$ cat src/rtl/oc_fault_monitor.sv
// Overcurrent qualifier/latch: 2-flop sync, glitch filter, cooldown hold, trip count, lockout; OC_STICKY_FLAG_EN adds FaultSeen.
// Latency: Over rises QUAL_CYCLES+2 edges after SenseRaw is first sampled high; all outputs registered; no backpressure.
module oc_fault_monitor #(
  parameter int QUAL_CYCLES      = 16,
  parameter int COOLDOWN_CYCLES  = 100000,
  parameter int MAX_TRIPS        = 3,
  parameter int RUN_CLEAR_CYCLES = 1000000
) (
  input  logic                             CLK,
  input  logic                             RST,
  input  logic                             SenseRaw,
  input  logic                             ClearLockout,
  output logic                             Over,
  output logic                             Lockout,
  output logic                             Tripped,
`ifdef OC_STICKY_FLAG_EN
  output logic                             FaultSeen,
`endif
  output logic [$clog2(MAX_TRIPS+1)-1:0]   TripCount
);

  localparam int QW = $clog2(QUAL_CYCLES + 1);
  localparam int CW = $clog2(COOLDOWN_CYCLES + 1);
  localparam int RW = $clog2(RUN_CLEAR_CYCLES + 1);
  localparam int TW = $clog2(MAX_TRIPS + 1);

  localparam logic [QW-1:0] QUAL_MAX = QW'(QUAL_CYCLES);
  localparam logic [CW-1:0] CD_LAST  = CW'(COOLDOWN_CYCLES - 1);
  localparam logic [RW-1:0] RUN_LAST = RW'(RUN_CLEAR_CYCLES - 1);
  localparam logic [TW-1:0] TRIP_MAX = TW'(MAX_TRIPS);

  typedef enum logic [1:0] {
    ST_RUN,
    ST_QUAL,
    ST_COOLDOWN,
    ST_LOCKOUT
  } state_t;

  state_t          state_q, state_d;
  logic            sync1_q, sync2_q;
  logic [QW-1:0]   qual_cnt_q, qual_cnt_d;
  logic [CW-1:0]   cd_cnt_q, cd_cnt_d;
  logic [RW-1:0]   clean_cnt_q, clean_cnt_d;
  logic [TW-1:0]   trip_count_q, trip_count_d;
  logic [TW-1:0]   trip_inc;
  logic            over_q, over_d;
  logic            lockout_q, lockout_d;
  logic            tripped_q, tripped_d;
  logic            trip_evt;
  logic            sense_sync;

  assign sense_sync = sync2_q;

  always_comb begin
    state_d      = state_q;
    qual_cnt_d   = qual_cnt_q;
    cd_cnt_d     = cd_cnt_q;
    clean_cnt_d  = clean_cnt_q;
    trip_count_d = trip_count_q;
    trip_evt     = 1'b0;
    // Only reachable from QUAL, where the count is always below MAX_TRIPS.
    trip_inc     = trip_count_q + TW'(1);

    case (state_q)
      ST_RUN: begin
        if (sense_sync) begin
          state_d     = ST_QUAL;
          qual_cnt_d  = QW'(1);
          clean_cnt_d = '0;
        end else if (clean_cnt_q == RUN_LAST) begin
          trip_count_d = '0;
          clean_cnt_d  = '0;
        end else begin
          clean_cnt_d = clean_cnt_q + RW'(1);
        end
      end
      ST_QUAL: begin
        if (!sense_sync) begin
          state_d     = ST_RUN;
          qual_cnt_d  = '0;
          clean_cnt_d = '0;
        end else if (qual_cnt_q == QUAL_MAX) begin
          trip_evt     = 1'b1;
          qual_cnt_d   = '0;
          trip_count_d = trip_inc;
          cd_cnt_d     = '0;
          state_d      = (trip_inc == TRIP_MAX) ? ST_LOCKOUT : ST_COOLDOWN;
        end else begin
          qual_cnt_d = qual_cnt_q + QW'(1);
        end
      end
      ST_COOLDOWN: begin
        // Sense still high at expiry simply re-arms the hold; it is not a new trip.
        if (cd_cnt_q == CD_LAST) begin
          cd_cnt_d = '0;
          if (!sense_sync) begin
            state_d     = ST_RUN;
            clean_cnt_d = '0;
          end
        end else begin
          cd_cnt_d = cd_cnt_q + CW'(1);
        end
      end
      ST_LOCKOUT: begin
        if (ClearLockout && !sense_sync) begin
          state_d      = ST_RUN;
          trip_count_d = '0;
          clean_cnt_d  = '0;
        end
      end
      default: begin
        state_d = ST_RUN;
      end
    endcase

    over_d    = (state_d == ST_COOLDOWN) || (state_d == ST_LOCKOUT);
    lockout_d = (state_d == ST_LOCKOUT);
    tripped_d = trip_evt;
  end

  always_ff @(posedge CLK) begin
    if (RST) begin
      state_q      <= ST_RUN;
      sync1_q      <= 1'b0;
      sync2_q      <= 1'b0;
      qual_cnt_q   <= '0;
      cd_cnt_q     <= '0;
      clean_cnt_q  <= '0;
      trip_count_q <= '0;
      over_q       <= 1'b0;
      lockout_q    <= 1'b0;
      tripped_q    <= 1'b0;
    end else begin
      state_q      <= state_d;
      sync1_q      <= SenseRaw;
      sync2_q      <= sync1_q;
      qual_cnt_q   <= qual_cnt_d;
      cd_cnt_q     <= cd_cnt_d;
      clean_cnt_q  <= clean_cnt_d;
      trip_count_q <= trip_count_d;
      over_q       <= over_d;
      lockout_q    <= lockout_d;
      tripped_q    <= tripped_d;
    end
  end

  assign Over      = over_q;
  assign Lockout   = lockout_q;
  assign Tripped   = tripped_q;
  assign TripCount = trip_count_q;

`ifdef OC_STICKY_FLAG_EN
  logic fault_seen_q, fault_seen_d;

  always_comb begin
    fault_seen_d = fault_seen_q;
    if (trip_evt) begin
      fault_seen_d = 1'b1;
    end else if ((state_q == ST_LOCKOUT && state_d == ST_RUN) ||
                 (state_q == ST_RUN && ClearLockout)) begin
      fault_seen_d = 1'b0;
    end
  end

  always_ff @(posedge CLK) begin
    if (RST) begin
      fault_seen_q <= 1'b0;
    end else begin
      fault_seen_q <= fault_seen_d;
    end
  end

  assign FaultSeen = fault_seen_q;
`endif

endmodule

$ cat config.mk
export PLATFORM = sky130hd
export DESIGN_NAME = oc_fault_monitor
export DESIGN_NICKNAME = d
export VERILOG_FILES = /design/src/rtl/oc_fault_monitor.sv
export SDC_FILE = /design/constraint.sdc
export NUM_CORES = 1
export LEC_CHECK = 0
export BUFFER_PORTS_ARGS = -buffer_cell sky130_fd_sc_hd__clkbuf_2
export CORE_MARGIN = 2
export CORE_UTILIZATION = 55
export CTS_BUF_LIST = sky130_fd_sc_hd__clkbuf_4 sky130_fd_sc_hd__clkbuf_8
export CTS_CLUSTER_SIZE = 16
export DETAILED_ROUTE_END_ITERATION = 10
export HOLD_SLACK_MARGIN = 0.06
export PLACE_DENSITY = 0.72
export SYNTH_ARGS = -nofsm -noshare
export SYNTH_HDL_FRONTEND = slang
export SYNTH_SLANG_ARGS = --single-unit
$ cat constraint.sdc
create_clock -name CLK -period 3.6 [get_ports CLK]
set_clock_uncertainty 0.1 [all_clocks]
set_input_delay 0.36 -clock CLK [delete_from_list [all_inputs] [get_ports CLK]]
set_output_delay 0.36 -clock CLK [all_outputs]
set_load 0.01 [all_outputs]
==> results.md, run 1 <==
- Largest incremental delay on the critical path: 440 ps
- Sequence of cells on the critical path: inv_1 -> ha_1 -> o21a_1 -> or4_1 -> o21a_1 -> o21bai_2 -> buf_4 -> a21oi_1
- Die area: 5290 µm²
- Ports: 9
- Standard cell area after detailed placement: 2670 µm²
- Average cell area after synthesis: 8.52 µm²
- Remaining max-slew budget at the tightest pin: 57.8%
- Number of enable-type register cells in the synthesized netlist: 0
- Most common cell after layout, fill and taps aside: sky130_fd_sc_hd__dfxtp_1
- First-pass iteration count of the detailed router: 4
- Maximum fanout along the worst path: 21
- Power per unit of standard cell area: 345 nW/µm²
- Global route total overflow: 0
- Total core area: 4630 µm²
- Nature of the critical path startpoint: register
- Share of flip-flops with an asynchronous set or reset after synthesis: 0%
- Netlist cell types: 42
- Number of global-route vias before repair: 1,987
- Worst min-delay path class: in2reg
- Wire length per cell after detailed routing: 13.9 µm
- Number of antenna repair diodes: 0
- YS warnings: 0
- Number of buffers added to fix hold violations after cts: 0
- Share of post-route cells with drive strength above 1: 8.01%
- Setup repair after global routing missed its margin: false
- Maximum number of pins on one net before global-route repair: 22
- DRT iter0 DRCs: 86
- Final weighted congestion in routability-driven placement: 0.800
- Antenna violations before repair: 0
- FP Rows: 25
- Filler Cells Inserted: 425
- Die Y: 72.8 µm
- Quantity of gates resized following cts: 0
- Number of buffers on the longest clock path: 2
- Area growth from synthesis to layout: 6.50%
- Number of buffers added for setup after CTS: 0
- H-tree depth: 2
- Most common cell on crit path: sky130_fd_sc_hd__o21a_1
- Accumulated negative setup slack: 0 ps
- Classification of the worst setup path: reg2reg
- Top library cells by usage in the layout, fill and taps aside: 50 x sky130_fd_sc_hd__dfxtp_1, 28 x sky130_fd_sc_hd__a21oi_1, 26 x sky130_fd_sc_hd__nor2_1
- Crit end category: register
- Residual DRC: 0
- Clock latency at the later pin of the worst-skew pair: 310 ps
- Antenna-violating nets left: 0
- Number of register bits inferred by synthesis: 50
- Data required, critical path: 3700 ps
- Fin. max-slew vios: 0
- Leakage: 0.877 nW
- Actual slew at the worst max-slew pin: 628 ps
- Worst-path cell with the longest stage delay: sky130_fd_sc_hd__dfxtp_1
- Endpoints failing hold: 0
- Placed wire-length estimate: 3550 µm
- Number of buffers inserted during clock tree synthesis: 5
- Primary FF master, synth: sky130_fd_sc_hd__dfxtp_1
- Outcome: completed
- Post-synthesis cell count: 305
- Starting density of the core: 56.2%
- CTS tree: yes
- Port Buffers: 8
- Wire length of the first global-routing pass: 8750 µm
- Sinks on Clock Net: 50
- Area of the mapped netlist: 2600 µm²
- Period utilization: 75.9%
- Final setup violation count: 0
- Clock transition at the registers of the reported paths: 90 ps
- Achievable clock frequency: 366 MHz
- Per-cell via count in the routed design: 5.93
- GRT Overall Usage: 20.7%
- Number of maximum-capacitance constraint violations: 0
- Final period demand of the worst path: 2730 ps
- Maximum VDD drop: 182 µV
- Total length of routed wires: 5080 µm
- Die Width: 72.8 µm
- Via count: 2,170
- Arrival time of the worst setup path: 2830 ps
- Clk root buf: sky130_fd_sc_hd__clkbuf_8
- Final #Nets: 325
- Final Cell Area: 2770 µm²
- Syn Nets: 319
- Share of synthesized area occupied by flip-flops and latches: 38.5%
per-layer routing:
layer / vias up / track usage [%] / routed length [µm] / part of all wire (%)
met2: 17 / 33.2 / 2330 / 46
met5: - / 0 / 0 / 0
met1: 1005 / 27.7 / 2590 / 51
li1: 1143 / - / - / -
met4: 0 / 6.79 / 65 / 1.3
met3: 5 / 4.56 / 94 / 1.8
worst paths after layout:
kind,startpoint,end,slack [ps],cells past startpoint
worst max-delay path,state_q[1],clean_cnt_q[17],870,8
worst max register to register,state_q[1],clean_cnt_q[17],870,8
worst min-delay path,SenseRaw,sync1_q,160,2
worst min register to register,sync1_q,sense_sync,350,1
synthesized netlist by cell type, types with 5 or more instances:
cell | instances | share of area (%)
sky130_fd_sc_hd__dfxtp_1 | 50 | 38
sky130_fd_sc_hd__a21oi_1 | 28 | 5.4
sky130_fd_sc_hd__nor2_1 | 26 | 3.8
sky130_fd_sc_hd__nand2_1 | 18 | 2.6
sky130_fd_sc_hd__nand3_1 | 16 | 3.1
sky130_fd_sc_hd__or4_1 | 15 | 4.3
sky130_fd_sc_hd__xnor2_1 | 15 | 5.1
sky130_fd_sc_hd__o21ai_0 | 13 | 2.5
sky130_fd_sc_hd__o31ai_1 | 13 | 3.8
sky130_fd_sc_hd__inv_1 | 11 | 1.6
sky130_fd_sc_hd__ha_1 | 10 | 4.8
sky130_fd_sc_hd__nor4_1 | 9 | 2.2
sky130_fd_sc_hd__clkbuf_1 | 8 | 1.2
sky130_fd_sc_hd__nor3_1 | 8 | 1.5
sky130_fd_sc_hd__and3_1 | 5 | 1.2
sky130_fd_sc_hd__nor2b_1 | 5 | 1.2
sequential cells by signal (all words and copies together), names as in the netlist:
name / cells
clean_cnt_q: 20
cd_cnt_q: 17
qual_cnt_q: 5
TripCount: 2
state_q: 2
Lockout: 1
Tripped: 1
sense_sync: 1
sync1_q: 1
worst max-delay path: cells and delay by family, from the launching register on:
| family | cells | cell delay [ps] |
|---|---|---|
| fa+ha+maj | 1 | 290 |
| flops | 1 | 440 |
| buf+inv | 2 | 360 |
| compound gates | 4 | 1050 |
| simple gates | 1 | 390 |
power by group:
part,internal (mW),switching (mW)
clock,0.163,0.182
sequential,0.558,0.00721
combinational,0.0160,0.0302
total,0.737,0.219
per-stage QoR:
stage	utilization (%)	power (mW)	hold slack, ps	instances	setup WS (ps)
finish	59.8	0.956	159	366	866
global route	59.8	0.995	152	366	694
CTS	59.8	0.965	154	366	881
detailed placement	57.8	0.625	338	358	906
global placement	57.8	0.624	334	358	954
floorplan	-	0.610	314	305	926
logic make-up after synthesis:
| logic type | count (synthesis) | synth area share, % |
|---|---|---|
| buffers and inverters | 23 | 3.75 |
| multiplexers | 2 | 0.770 |
| AND/OR/NAND/NOR | 133 | 29.8 |
| flip-flops | 50 | 38.5 |
| AO/OA/AOI/OAI | 70 | 16.7 |
| adder cells (fa/ha/maj) | 10 | 4.81 |
| XOR/XNOR | 17 | 5.73 |
layout make-up:
class | count | area, µm² | share of cell area, %
inverters | 11 | 41.3 | 1.49
repair buffers | 11 | 62.6 | 2.26
multi-input cells | 232 | 1500 | 54.2
flip-flops and latches | 50 | 1000 | 36.1
well taps | 54 | 67.6 | 2.44
clock buffers | 7 | 90.1 | 3.25
clock inverters | 1 | 5.00 | 0.181
Note: power is estimated with default switching activity, not from simulation.
==> run 2, diff against run 1 <==
Clock period 3.6 ns to 2.6 ns, I/O delays scaled along.
==> run 2 against run 1 <==
Effect of this change:
- non-clock buffer count is 6 higher
- global-route usage is 0.31 points lower
- sequential power is 38% higher
- first-iteration DRC count is 90% higher
- flip-flop and latch count stayed put
- via count is 6.1% higher
- core utilization is 3.1 points higher
- clock power is 93% higher
==> results.md, run 2 (same netlist as run 1, synthesis figures left out) <==
- Clock transition at the registers of the reported paths: 100 ps (was 90 ps)
- Actual slew at the worst max-slew pin: 630 ps (was 628 ps)
- CTS tree: yes (unchanged)
- Clock latency at the later pin of the worst-skew pair: 300 ps (was 310 ps)
- Sinks on Clock Net: 50 (unchanged)
- Largest incremental delay on the critical path: 530 ps (was 440 ps)
- Total core area: 4630 µm² (unchanged)
- Leakage: 0.938 nW (was 0.877 nW)
- Die Y: 72.8 µm (unchanged)
- Wire length of the first global-routing pass: 8830 µm (was 8750 µm)
- H-tree depth: 2 (unchanged)
- Biggest register: clean_cnt_q (unchanged)
- Most common cell on crit path: sky130_fd_sc_hd__or4b_4 (was sky130_fd_sc_hd__o21a_1)
- Worst slack after detailed placement: 10.8 ps (was 906 ps)
- Stages on worst setup path: 7 (was 8)
- Residual DRC: 0 (unchanged)
- Die Width: 72.8 µm (unchanged)
- Number of buffers inserted during clock tree synthesis: 5 (unchanged)
- Accumulated negative setup slack: 0 ps (unchanged)
- Antenna violations before repair: 0 (unchanged)
- Port Buffers: 8 (unchanged)
- Endpoints failing hold: 0 (unchanged)
- Post-placement cell count: 362 (was 358)
- Registers with the most flip-flops: clean_cnt_q (20), cd_cnt_q (17), qual_cnt_q (5) (unchanged)
- Maximum fanout along the worst path: 7 (was 21)
- Maximum number of pins on one net before global-route repair: 20 (was 22)
- Final #Nets: 332 (was 325)
- Final setup violation count: 0 (unchanged)
- Final weighted congestion in routability-driven placement: 0.800 (about the same)
- Share of post-route cells with drive strength above 1: 12.5% (was 8.01%)
- Via count: 2,303 (was 2,170)
- Flip-flop count of the largest register after layout: 20 (unchanged)
- Number of antenna repair diodes: 0 (unchanged)
- Per-cell via count in the routed design: 6.17 (was 5.93)
- Worst Hold Path Cells: 2 (unchanged)
- Power per unit of standard cell area: 523 nW/µm² (was 345 nW/µm²)
- Clk root buf: sky130_fd_sc_hd__clkbuf_8 (unchanged)
- Antenna-violating nets left: 0 (unchanged)
- Placed wire-length estimate: 3560 µm (was 3550 µm)
- Total length of routed wires: 5330 µm (was 5080 µm)
- Achievable clock frequency: 395 MHz (was 366 MHz)
- Fin. max-slew vios: 0 (unchanged)
- Final period demand of the worst path: 2530 ps (was 2730 ps)
- Setup repair after global routing missed its margin: false (unchanged)
- Remaining max-slew budget at the tightest pin: 58.0% (was 57.8%)
- Period utilization: 97.3% (was 75.9%)
- Most common cell after layout, fill and taps aside: sky130_fd_sc_hd__dfxtp_1 (unchanged)
- FP Rows: 25 (unchanged)
- Worst r2r path cells: 7 (was 8)
- Crit end category: register (unchanged)
- DRT iter0 DRCs: 163 (was 86)
- Worst path buffer plus inverter count: 1 (was 2)
- GRT Overall Usage: 20.4% (was 20.7%)
- Number of maximum-capacitance constraint violations: 0 (unchanged)
- Maximum VDD drop: 378 µV (was 182 µV)
- Classification of the worst setup path: reg2reg (unchanged)
- Nature of the critical path startpoint: register (unchanged)
- Cell Count, Final, Fillers Out: 373 (was 366)
- Outcome: completed (unchanged)
- Cell family with the largest share of critical-path delay: simple AND/OR/NAND/NOR gates (was compound AO/OA/AOI/OAI gates)
- Global route total overflow: 0 (unchanged)
- Number of global-route vias before repair: 2,055 (was 1,987)
- Number of buffers on the longest clock path: 2 (unchanged)
- Final setup margin: 69.7 ps (was 866 ps)
- Area growth from synthesis to layout: 12.0% (was 6.50%)
- Wire length per cell after detailed routing: 14.3 µm (was 13.9 µm)
- Data required, critical path: 2740 ps (was 3700 ps)
- Worst min-delay path class: in2reg (unchanged)
- Die area: 5290 µm² (unchanged)
- Sequence of cells on the critical path: inv_1 -> ha_1 -> o21a_1 -> or4b_4 -> or2_4 -> or4b_4 -> a21oi_2 (was inv_1 -> ha_1 -> o21a_1 -> or4_1 -> o21a_1 -> o21bai_2 -> buf_4 -> a21oi_1)
- Top library cells by usage in the layout, fill and taps aside: 48 x sky130_fd_sc_hd__dfxtp_1, 26 x sky130_fd_sc_hd__nor2_1, 26 x sky130_fd_sc_hd__a21oi_1 (was 50 x sky130_fd_sc_hd__dfxtp_1, 28 x sky130_fd_sc_hd__a21oi_1, 26 x sky130_fd_sc_hd__nor2_1)
- Arrival time of the worst setup path: 2670 ps (was 2830 ps)
- Ports: 9 (unchanged)
- Worst-path cell with the longest stage delay: sky130_fd_sc_hd__or4b_4 (was sky130_fd_sc_hd__dfxtp_1)
- First-pass iteration count of the detailed router: 4 (unchanged)
- Starting density of the core: 56.2% (unchanged)
[run 2: path summary, 6_finish.rpt]
kind	start	endpoint	slack (ps)
worst max-delay path	state_q[1]	clean_cnt_q[17]	70
worst min-delay path	RST	TripCount[1]	270
worst max register to register	state_q[1]	clean_cnt_q[17]	70
worst min register to register	sync1_q	sense_sync	370
[run 2: final cells by class]
| class | count | area (µm²) |
|---|---|---|
| Multi-Input combinational cell | 233 | 1530 |
| Clock buffer | 6 | 82.6 |
| Clock inverter | 2 | 60.1 |
| Fill cell | 414 | 1720 |
| Timing Repair Buffer | 17 | 123 |
| Sequential cell | 50 | 1010 |
| Inverter | 11 | 41.3 |
| Tap cell | 54 | 67.6 |
[run 2: stage by stage]
step	cell area, µm²	total power [mW]	hold WS (ps)	util, %
after global placement	2720	0.872	337	58.7
after detailed placement	2720	0.872	357	58.7
after floorplan	2600	0.845	232	-
after CTS	2860	1.53	62.6	61.8
final	2910	1.52	267	62.9
after global routing	2910	1.58	267	62.9
[run 2: per-layer routing]
layer | wire, µm | part of all wire, % | track usage, %
met4 | 19 | 0.36 | 5.14
met1 | 2680 | 50 | 27.9
met5 | 0 | 0 | 0
met3 | 157 | 2.9 | 4.14
met2 | 2470 | 46 | 33.0
[run 2: timing repair]
item | 4_1_cts | 5_1_grt
endpoints found under the setup margin | 4 | 9
buffers inserted | 0 | 1
endpoints found under the hold margin | 0 | 1
resized for setup | 2 | 7
hold buffers | 0 | 1
pin swaps | 0 | 1
gates cloned | 0 | 1
[run 2: power by group]
part / total [mW] / internal (mW) / switching, mW
clock: 0.666 / 0.410 / 0.256
sequential: 0.782 / 0.772 / 0.00980
combinational: 0.0737 / 0.0283 / 0.0453
total: 1.52 / 1.21 / 0.311
